<file path="config.mk">
export PLATFORM = sky130hd
export DESIGN_NAME = freq_meter
export DESIGN_NICKNAME = d
export VERILOG_FILES = /design/src/rtl/freq_meter_pkg.sv /design/src/rtl/freq_meter_sync_edge_detect.sv /design/src/rtl/freq_meter.sv
export SDC_FILE = /design/constraint.sdc
export NUM_CORES = 1
export LEC_CHECK = 0
export CAP_MARGIN = 20
export CORE_UTILIZATION = 25
export DETAILED_ROUTE_END_ITERATION = 6
export PLACE_DENSITY_LB_ADDON = 0.08
export SKIP_CTS_REPAIR_TIMING = 1
export SLEW_MARGIN = 20
export SYNTH_ARGS = -nofsm -noshare
export SYNTH_HDL_FRONTEND = slang
export SYNTH_HIERARCHICAL = 1
export SYNTH_SLANG_ARGS = --single-unit
</file>
<file path="constraint.sdc">
create_clock -name CLK -period 4.6 [get_ports CLK]
set_input_delay 1.15 -clock CLK [delete_from_list [all_inputs] [get_ports CLK]]
set_output_delay 1.15 -clock CLK [all_outputs]
set_load 0.005 [all_outputs]
</file>
<file path="src/rtl/freq_meter_pkg.sv">
// freq_meter_pkg: shared FSM encodings, default parameters and sizing helper
// for the frequency meter and blocks that reuse its conventions.
package freq_meter_pkg;

    localparam int unsigned FM_GATE_CYCLES_DEF = 100000;
    localparam int unsigned FM_CNT_WIDTH_DEF   = 16;

    typedef enum logic [1:0] {
        IDLE = 2'd0,
        GATE = 2'd1,
        DONE = 2'd2
    } fm_state_t;

    // Gate counter width; kept at least 1 bit so a 1-cycle window stays legal.
    function automatic int unsigned gate_cnt_width(input int unsigned gate_cycles);
        int unsigned w;
        w = $clog2(gate_cycles);
        return (w < 1) ? 1 : w;
    endfunction

endpackage

</file>
<file path="src/rtl/freq_meter_sync_edge_detect.sv">
// sync_edge_detect: 2-flop synchronizer plus delay flop, flags a rising edge
// of an asynchronous input one CLK cycle wide.
// Ports:
//   CLK  - clock, rising edge
//   RST  - synchronous active-high reset, clears all three flops
//   d    - asynchronous input
//   rise - high for one cycle when the synchronized input goes 0 -> 1
module sync_edge_detect (
    input  logic CLK,
    input  logic RST,
    input  logic d,
    output logic rise
);

    logic s1_q;
    logic s2_q;
    logic s3_q;

    // Synchronizer chain (s1, s2) and history flop (s3)
    always_ff @(posedge CLK) begin
        if (RST) begin
            s1_q <= 1'b0;
            s2_q <= 1'b0;
            s3_q <= 1'b0;
        end else begin
            s1_q <= d;
            s2_q <= s1_q;
            s3_q <= s2_q;
        end
    end

    assign rise = s2_q & ~s3_q;

endmodule

</file>
<file path="src/rtl/freq_meter.sv">
// freq_meter: counts rising edges of SIG_IN over windows of GATE_CYCLES CLK
// cycles and reports the saturated count once per window.
// Ports:
//   CLK    - clock, rising edge
//   RST    - synchronous active-high reset
//   SIG_IN - signal under measurement, asynchronous to CLK
//   EN     - run windows back-to-back while high; low aborts/idles
//   COUNT  - edge count of the last completed window (saturating)
//   VALID  - one-cycle pulse when COUNT/OVF update
//   OVF    - last completed window saturated the counter
//   BUSY   - a window is in progress
module freq_meter
    import freq_meter_pkg::*;
#(
    parameter int unsigned GATE_CYCLES = FM_GATE_CYCLES_DEF,
    parameter int unsigned CNT_WIDTH   = FM_CNT_WIDTH_DEF
) (
    input  logic                 CLK,
    input  logic                 RST,
    input  logic                 SIG_IN,
    input  logic                 EN,
    output logic [CNT_WIDTH-1:0] COUNT,
    output logic                 VALID,
    output logic                 OVF,
    output logic                 BUSY
);

    localparam int unsigned          GW        = gate_cnt_width(GATE_CYCLES);
    localparam logic [GW-1:0]        GATE_LAST = GW'(GATE_CYCLES - 1);
    localparam logic [CNT_WIDTH-1:0] CNT_MAX   = '1;

    fm_state_t            state_q, state_d;
    logic [GW-1:0]        gate_cnt_q, gate_cnt_d;
    logic [CNT_WIDTH-1:0] edge_cnt_q, edge_cnt_d;
    logic                 ovf_flag_q, ovf_flag_d;
    logic [CNT_WIDTH-1:0] count_q, count_d;
    logic                 ovf_q, ovf_d;
    logic                 valid_q, valid_d;
    logic                 busy_q, busy_d;

    logic                 rise;
    logic [CNT_WIDTH-1:0] edge_cnt_upd;
    logic                 ovf_flag_upd;

    sync_edge_detect u_sync_edge_detect (
        .CLK  (CLK),
        .RST  (RST),
        .d    (SIG_IN),
        .rise (rise)
    );

    // Saturating edge count including this cycle's edge; an edge seen while
    // already saturated marks the window as overflowed.
    always_comb begin
        edge_cnt_upd = edge_cnt_q;
        ovf_flag_upd = ovf_flag_q;
        if (rise) begin
            if (edge_cnt_q == CNT_MAX) begin
                ovf_flag_upd = 1'b1;
            end else begin
                edge_cnt_upd = edge_cnt_q + CNT_WIDTH'(1);
            end
        end
    end

    // Next-state and output logic
    always_comb begin
        state_d    = state_q;
        gate_cnt_d = gate_cnt_q;
        edge_cnt_d = edge_cnt_q;
        ovf_flag_d = ovf_flag_q;
        count_d    = count_q;
        ovf_d      = ovf_q;

        unique case (state_q)
            IDLE: begin
                if (EN) begin
                    state_d    = GATE;
                    gate_cnt_d = '0;
                    edge_cnt_d = '0;
                    ovf_flag_d = 1'b0;
                end
            end
            GATE: begin
                if (!EN) begin
                    // Abort: results from the previous window stay visible
                    state_d = IDLE;
                end else begin
                    gate_cnt_d = gate_cnt_q + GW'(1);
                    edge_cnt_d = edge_cnt_upd;
                    ovf_flag_d = ovf_flag_upd;
                    if (gate_cnt_q == GATE_LAST) begin
                        state_d = DONE;
                        count_d = edge_cnt_upd;
                        ovf_d   = ovf_flag_upd;
                    end
                end
            end
            DONE: begin
                // Dead cycle: edges seen here belong to no window
                if (EN) begin
                    state_d    = GATE;
                    gate_cnt_d = '0;
                    edge_cnt_d = '0;
                    ovf_flag_d = 1'b0;
                end else begin
                    state_d = IDLE;
                end
            end
            default: begin
                state_d = IDLE;
            end
        endcase

        valid_d = (state_d == DONE);
        busy_d  = (state_d == GATE);
    end

    always_ff @(posedge CLK) begin
        if (RST) begin
            state_q    <= IDLE;
            gate_cnt_q <= '0;
            edge_cnt_q <= '0;
            ovf_flag_q <= 1'b0;
            count_q    <= '0;
            ovf_q      <= 1'b0;
            valid_q    <= 1'b0;
            busy_q     <= 1'b0;
        end else begin
            state_q    <= state_d;
            gate_cnt_q <= gate_cnt_d;
            edge_cnt_q <= edge_cnt_d;
            ovf_flag_q <= ovf_flag_d;
            count_q    <= count_d;
            ovf_q      <= ovf_d;
            valid_q    <= valid_d;
            busy_q     <= busy_d;
        end
    end

    assign COUNT = count_q;
    assign OVF   = ovf_q;
    assign VALID = valid_q;
    assign BUSY  = busy_q;

endmodule
</file>
==> metrics.cfg, run 1 <==
[grt]
grt.total_usage = 0.132
grt_max_degree = 22
antenna_found_initial = 0
grt_pass1_vias = 2183
grt_overflow = 0
grt_pass1_wl_mm = 11.5

[run_status]
run_status = completed

[logic_synthesis]
ys_types = 50
async_flop_share = 0
yosysSeqAreaShare = 0.424
synth-seq-cells = 58
syn_nets = 332
synth_top_area_cell = dfxtp_1
synth_flop_cell = dfxtp_1
syn_inst = 326
yosysWarnings = 6
yosysTopAreaCellShare = 0.424
synth_area_per_cell_sq_um = 8.41
synth_edf_count = 0
netlist_area_sq_um = 2740
synth_area_leaders = dfxtp_1 42%, nor2_1 6.2%, nand2_1 4.8%

[worst_setup_path]
critPathLaunch = EN
cp.arrival_ns = 3.37
r2r_start = gate_cnt_q[6]$_SDFFE_PP0P_
path_class = input pin to register
path_max_fanout = 13
cp-end-kind = register
critPathRequiredTime_ns = 4.86
worstSetupStartpointType = input pin

[drt]
ant_nets = 0
routed.top_layer = met4
wl_met2_mm = 3.18
vias_per_cell = 4.70
wl_per_cell_microns = 14.6
firstDrtPassIters = 4
vias = 2292
drc = 0
wirelength_mm = 7.10
drt_iter0_markers = 86
wl_met1_mm = 3.58
wl_met3_microns = 227

[timing]
hold_viol = 0
slew_viol_final = 0
rsz0062_at_grt = false
final.setup.tns_ns = 0
finalSetupViolations = 0
min_period_ns = 3.11
max_freq_mhz = 321
fin_crit_sh = 0.677
slew_headroom = 0.424
worstMarginPinSlew_ns = 0.860
fin_skew_ns = 0.00952

[die]
ios = 23
dieArea_sq_um = 11400
rows = 37
core-area_sq_um = 10500
start_util = 0.262
die_w_microns = 107
die_h_microns = 107

[power]
power.switching_uw = 238
worst_ir_drop_vdd_uv = 121
p_int_uw = 726
power_leakage_uw = 0.00104
powerDensity_nw_per_um2 = 297
seq_power_share = 0.531
comb_power_share = 0.040
clkPwrFrac = 0.429
swShare = 0.247

[layout]
finalNetCount = 353
drive_above_1_share = 0.0909
antennaDiodeCount = 0
fillers = 1163
fin_area_sq_um = 3250
syn_to_final_growth_pct = 18.4
final_cells = 488

[clock_tree]
root_buffer = clkbuf_8
cts_tree = done
clk-insertion-delay-late_ns = 0.33
clk_pin_slew_ns = 0.06
h-tree-depth = 3
clock_path_buffers = 2
cts.sinks = 58
cts_made_buffers = 9

[placed_design]
place_area_sq_um = 3080
port_buffers = 22
hpwlAfterDp_mm = 4.92
gp_congestion = 0.759
dp_cells = 472

[hold_path]
hp-start = u_sync_edge_detect/s1_q$_SDFF_PP0_
hold_class = register to register

[flow_run]
maxCapViolations = 0

[metrics by stage]
stage | hold WS, ns | power [uW] | utilization | setup WS (ns)
CTS | 0.443 | 987 | 0.310 | 1.46
global placement | 0.420 | 562 | 0.294 | 1.17
floorplan | 0.414 | 547 | - | 2.26
finish | 0.439 | 964 | 0.310 | 1.49
global route | 0.459 | 1010 | 0.310 | 1.30
detailed placement | 0.427 | 562 | 0.294 | 1.11
[power by group through the flow]
stage | Combinational, uW | Clock [uW] | Sequential (uW)
4_1_cts | 38.6 | 436 | 512
3_3_place_gp | 38.6 | 0 | 524
3_5_place_dp | 38.5 | 0 | 524
6_report | 38.2 | 414 | 512
2_1_floorplan | 23.9 | 0 | 523
5_1_grt | 42.0 | 457 | 513
[cells in the final DEF, fill, tap and decap left out, types with 3 or more instances in the layout]
master and count:
nor2b_1 8, dfxtp_1 58, a311oi_1 3, nor3_1 9
nor2_1 45, nand2b_1 4, a211oi_1 5, mux2i_1 4
a31oi_1 14, buf_4 4, clkdlybuf4s50_1 22, xor2_1 14
and3_1 4, nand2_1 35, clkinv_2 5, nand3_1 9
nand4_1 15, xnor2_1 7, clkbuf_8 10, a21oi_1 22
inv_1 4, and4_1 4, o21ai_0 13
[area by class of cell]
| class | instances | area [sq um] | area share |
|---|---|---|---|
| multi-input cells | 248 | 1480 | 0.456 |
| flip-flops and latches | 58 | 1160 | 0.358 |
| repair buffers | 26 | 250 | 0.0771 |
| well taps | 136 | 170 | 0.0524 |
| clock buffers | 10 | 138 | 0.0424 |
| clock inverters | 6 | 32.5 | 0.0100 |
| inverters | 4 | 15.0 | 0.00463 |
[metal layers]
layer	vias up	global-route usage
met5	-	0
li1	1208	-
met1	1036	0.175
met2	40	0.207
met4	0	0.0509
met3	8	0.0322
[final timing paths]
path | end | slack (ns) | cells past startpoint
max | COUNT[7]$_SDFFE_PP0P_ | 1.49 | 5
min | u_sync_edge_detect/s2_q$_SDFF_PP0_ | 0.44 | 1
max reg2reg | COUNT[7]$_SDFFE_PP0P_ | 2.29 | 4
min reg2reg | u_sync_edge_detect/s2_q$_SDFF_PP0_ | 0.44 | 1
[worst max-delay path, stage by stage]
cell             delay (ns)
clkdlybuf4s50_1        0.59
and3b_1                0.39
nand4_1                0.62
a211o_1                0.47
a21oi_1                0.15
[cells by family (layout without fill, tap and decap cells)]
| kind of cell | count (synthesis) | in the layout | share of synthesized area |
|---|---|---|---|
| adders and majority gates | 2 | 2 | 0.00913 |
| xor gates and xnor gates | 21 | 21 | 0.0671 |
| muxes | 4 | 4 | 0.0146 |
| DFF | 58 | 58 | 0.424 |
| AOI/OAI and AO/OA | 73 | 73 | 0.168 |
| buffers and inverters | 20 | 46 | 0.0370 |
| and+or+nand+nor | 148 | 148 | 0.280 |
[synthesized netlist by cell type, types with 2 or more instances]
| master | instances |
|---|---|
| nand2b_1 | 4 |
| xor2_1 | 14 |
| and4_1 | 4 |
| buf_4 | 3 |
| nand2_1 | 35 |
| o31ai_1 | 2 |
| ha_1 | 2 |
| inv_1 | 4 |
| xnor2_1 | 7 |
| nor2b_1 | 8 |
| nor3_1 | 9 |
| dfxtp_1 | 58 |
| clkbuf_1 | 6 |
| or4_4 | 2 |
| nand3_1 | 9 |
| o21ai_0 | 13 |
| a211oi_1 | 5 |
| nand4_1 | 15 |
| nor2_1 | 45 |
| and3_1 | 4 |
| a22o_1 | 2 |
| a21oi_1 | 22 |
| a311oi_1 | 3 |
| a31oi_1 | 14 |
| nor4_2 | 2 |
| a211o_1 | 2 |
| nor4_1 | 2 |
| buf_2 | 5 |
| mux2i_1 | 4 |
[registers in the layout, indices dropped and copies added, names as in the netlist]
signal	flops
OVF	1
BUSY	1
u_sync_edge_detect/s3_q	1
u_sync_edge_detect/s1_q	1
state_q	2
COUNT	16
gate_cnt_q	17
VALID	1
u_sync_edge_detect/s2_q	1
ovf_flag_q	1
edge_cnt_q	16
(Power assumes the default switching activity.)
==> inputs of run 2 (changes only) <==
==> constraint.sdc (replaced) <==
create_clock -name CLK -period 2.8 [get_ports CLK]
set_input_delay 0.7 -clock CLK [delete_from_list [all_inputs] [get_ports CLK]]
set_output_delay 0.7 -clock CLK [all_outputs]
set_load 0.005 [all_outputs]
==> run 2 against run 1 <==
Against the previous run: register-to-register slack lost 1.6 ns; cell count grew 2.0%; design area increased by 2.4%; clock-buffer cell count is 1 higher; total power rose by 66%; combinational power grew 79%; worst hold slack better by 0.0019 ns; setup slack worse by 0.81 ns; clock skew up 0.0023 ns; critical path depth increased by 1; global-route usage increased by 0.86 points; sequential power increased by 65%; critical path type is now register to register; largest power group unchanged.
==> metrics.cfg, run 2 (same netlist as run 1, synthesis figures left out) <==
[run_status]
run_status = completed

[grt]
antenna_found_initial = 0  ; unchanged
grt_pass1_vias = 2370  ; +8.6%
grt.total_usage = 0.141  ; +0.00865
grt_overflow = 0  ; unchanged
grt_pass1_wl_mm = 12.2  ; +6.4%
grt_max_degree = 15  ; -32%

[die]
rows = 37  ; unchanged
dieArea_sq_um = 11400  ; unchanged
die_w_microns = 107  ; unchanged
ios = 23  ; unchanged
core-area_sq_um = 10500  ; unchanged
die_h_microns = 107  ; unchanged
start_util = 0.262  ; unchanged

[timing]
hold_viol = 0  ; unchanged
fin_skew_ns = 0.0118  ; +0.00233 ns
min_period_ns = 2.13
worstMarginPinSlew_ns = 0.795  ; -0.0658 ns
final.setup.tns_ns = 0  ; unchanged
rsz0062_at_grt = false
finalSetupViolations = 0  ; unchanged
slew_viol_final = 0  ; unchanged
max_freq_mhz = 470
layout_setup_ws_ns = 0.671  ; -0.814 ns
slew_headroom = 0.463  ; +0.0385
fin_crit_sh = 0.760

[clock_tree]
h-tree-depth = 3  ; unchanged
cts_made_buffers = 9  ; unchanged
clk_pin_slew_ns = 0.07  ; about the same
root_buffer = clkbuf_8
clock_path_buffers = 2  ; unchanged
clk-insertion-delay-late_ns = 0.34  ; about the same
cts_tree = done
cts.sinks = 58  ; unchanged

[layout]
seqCellArea_sq_um = 1160  ; unchanged
mostFrequentLayoutCells = 58 x dfxtp_1, 45 x nor2_1, 35 x nand2_1
largest_reg_flops = 17  ; unchanged
fillers = 1157  ; -0.52%
mostFrequentLayoutCell = dfxtp_1
fin_area_sq_um = 3320  ; +2.4%
drive_above_1_share = 0.113  ; +0.0224
multi_input_area_sq_um = 1480  ; unchanged
syn_to_final_growth_pct = 21.2
antennaDiodeCount = 0  ; unchanged
finalNetCount = 363  ; +2.8%
largest-register = gate_cnt_q

[power]
power_leakage_uw = 0.00108  ; +4.1%
worst_ir_drop_vdd_uv = 161  ; +33%
powerDensity_nw_per_um2 = 483  ; +63%

[worst_setup_path]
cp.arrival_ns = 2.38  ; -0.99 ns
worstSetupStartpointType = register
cp_cell_sequence = ha_1 > nand3_1 > or4_4 > nand2_1 > xor2_1 > a211oi_1
crit_family = simple AND/OR/NAND/NOR gates
critPathRequiredTime_ns = 3.05  ; -1.81 ns
reg2regPathDepth = 6  ; +2
critPathMaxStageDelay_ns = 0.60  ; -0.02 ns
critPathSlowestCell = or4_4
path_class = register to register
path_buf_inv = 0  ; -1
path_max_fanout = 12  ; -1
cp-end-kind = register
reg2reg_slack_ns = 0.67  ; -1.62 ns
rr_endpoint = COUNT[0]$_SDFFE_PP0P_
r2r_start = edge_cnt_q[0]$_SDFFE_PP0P_

[placed_design]
port_buffers = 22  ; unchanged
gp_congestion = 0.728  ; -4.1%
place_area_sq_um = 3150  ; +2.4%
hpwlAfterDp_mm = 5.25  ; +6.6%
post-place-ws_ns = 0.349  ; -0.764 ns

[flow_run]
maxCapViolations = 0  ; unchanged

[drt]
wl_per_cell_microns = 14.5  ; -0.20%
vias = 2416  ; +5.4%
wirelength_mm = 7.24  ; +1.8%
firstDrtPassIters = 4  ; unchanged
drc = 0  ; unchanged
ant_nets = 0  ; unchanged
vias_per_cell = 4.85  ; +3.3%
drt_iter0_markers = 126  ; +47%

[hold_path]
hold_class = register to register
whs_path_depth = 1  ; unchanged
whs_endpoint = u_sync_edge_detect/s2_q$_SDFF_PP0_
hp-start = u_sync_edge_detect/s1_q$_SDFF_PP0_

run 2: cell types whose count changed in the layout (fill, tap and decap cells not counted), sizes merged:
cell      change
clkinv        -2
buf          +10
clkinvlp      +1
clkbuf        +1
run 2: worst register-to-register path, cell delays in order (launching register included):
cell and delay (ns):
dfxtp_1 0.46, ha_1 0.32, nand3_1 0.13, or4_4 0.60, nand2_1 0.19, xor2_1 0.09, a211oi_1 0.25
run 2: how the worst max path moves through the flow:
stage / to / slack (ns) / cells after the start / from
4_1_cts: edge_cnt_q[14]$_SDFFE_PP0P_ / 0.60 / 5 / edge_cnt_q[0]$_SDFFE_PP0P_
2_1_floorplan: gate_cnt_q[13]$_SDFFE_PP0P_ / 0.91 / 5 / EN
6_report: COUNT[0]$_SDFFE_PP0P_ / 0.67 / 6 / edge_cnt_q[0]$_SDFFE_PP0P_
3_5_place_dp: gate_cnt_q[15]$_SDFFE_PP0P_ / 0.35 / 6 / EN
5_1_grt: edge_cnt_q[14]$_SDFFE_PP0P_ / 0.39 / 5 / edge_cnt_q[0]$_SDFFE_PP0P_
3_3_place_gp: gate_cnt_q[13]$_SDFFE_PP0P_ / 0.36 / 6 / EN
run 2: stage by stage:
step / power (uW) / util / hold slack (ns) / cells
floorplan: 898 / - / 0.414 / 326
global placement: 931 / 0.301 / 0.422 / 482
detailed placement: 930 / 0.301 / 0.427 / 482
CTS: 1640 / 0.318 / 0.445 / 498
global route: 1680 / 0.318 / 0.468 / 498
finish: 1600 / 0.318 / 0.441 / 498
run 2: metal layers:
layer / track usage / vias up / share of wire
met5: 0 / - / 0
met3: 0.0359 / 9 / 0.030
met4: 0.0616 / 0 / 0.015
li1: - / 1230 / -
met1: 0.189 / 1130 / 0.52
met2: 0.212 / 47 / 0.43
run 2: layout make-up:
| class | count | share of cell area |
|---|---|---|
| multi-input combinational | 248 | 0.445 |
| inverter | 4 | 0.00452 |
| timing repair buffer | 36 | 0.0979 |
| sequential | 58 | 0.350 |
| tap | 136 | 0.0512 |
| clock inverter | 5 | 0.00904 |
| clock buffer | 11 | 0.0426 |
run 2: power by group:
group / switching [uW] / internal (uW) / total, uW
combinational: 39.8 / 28.7 / 68.5
clock: 353 / 341 / 694
sequential: 10.1 / 832 / 843
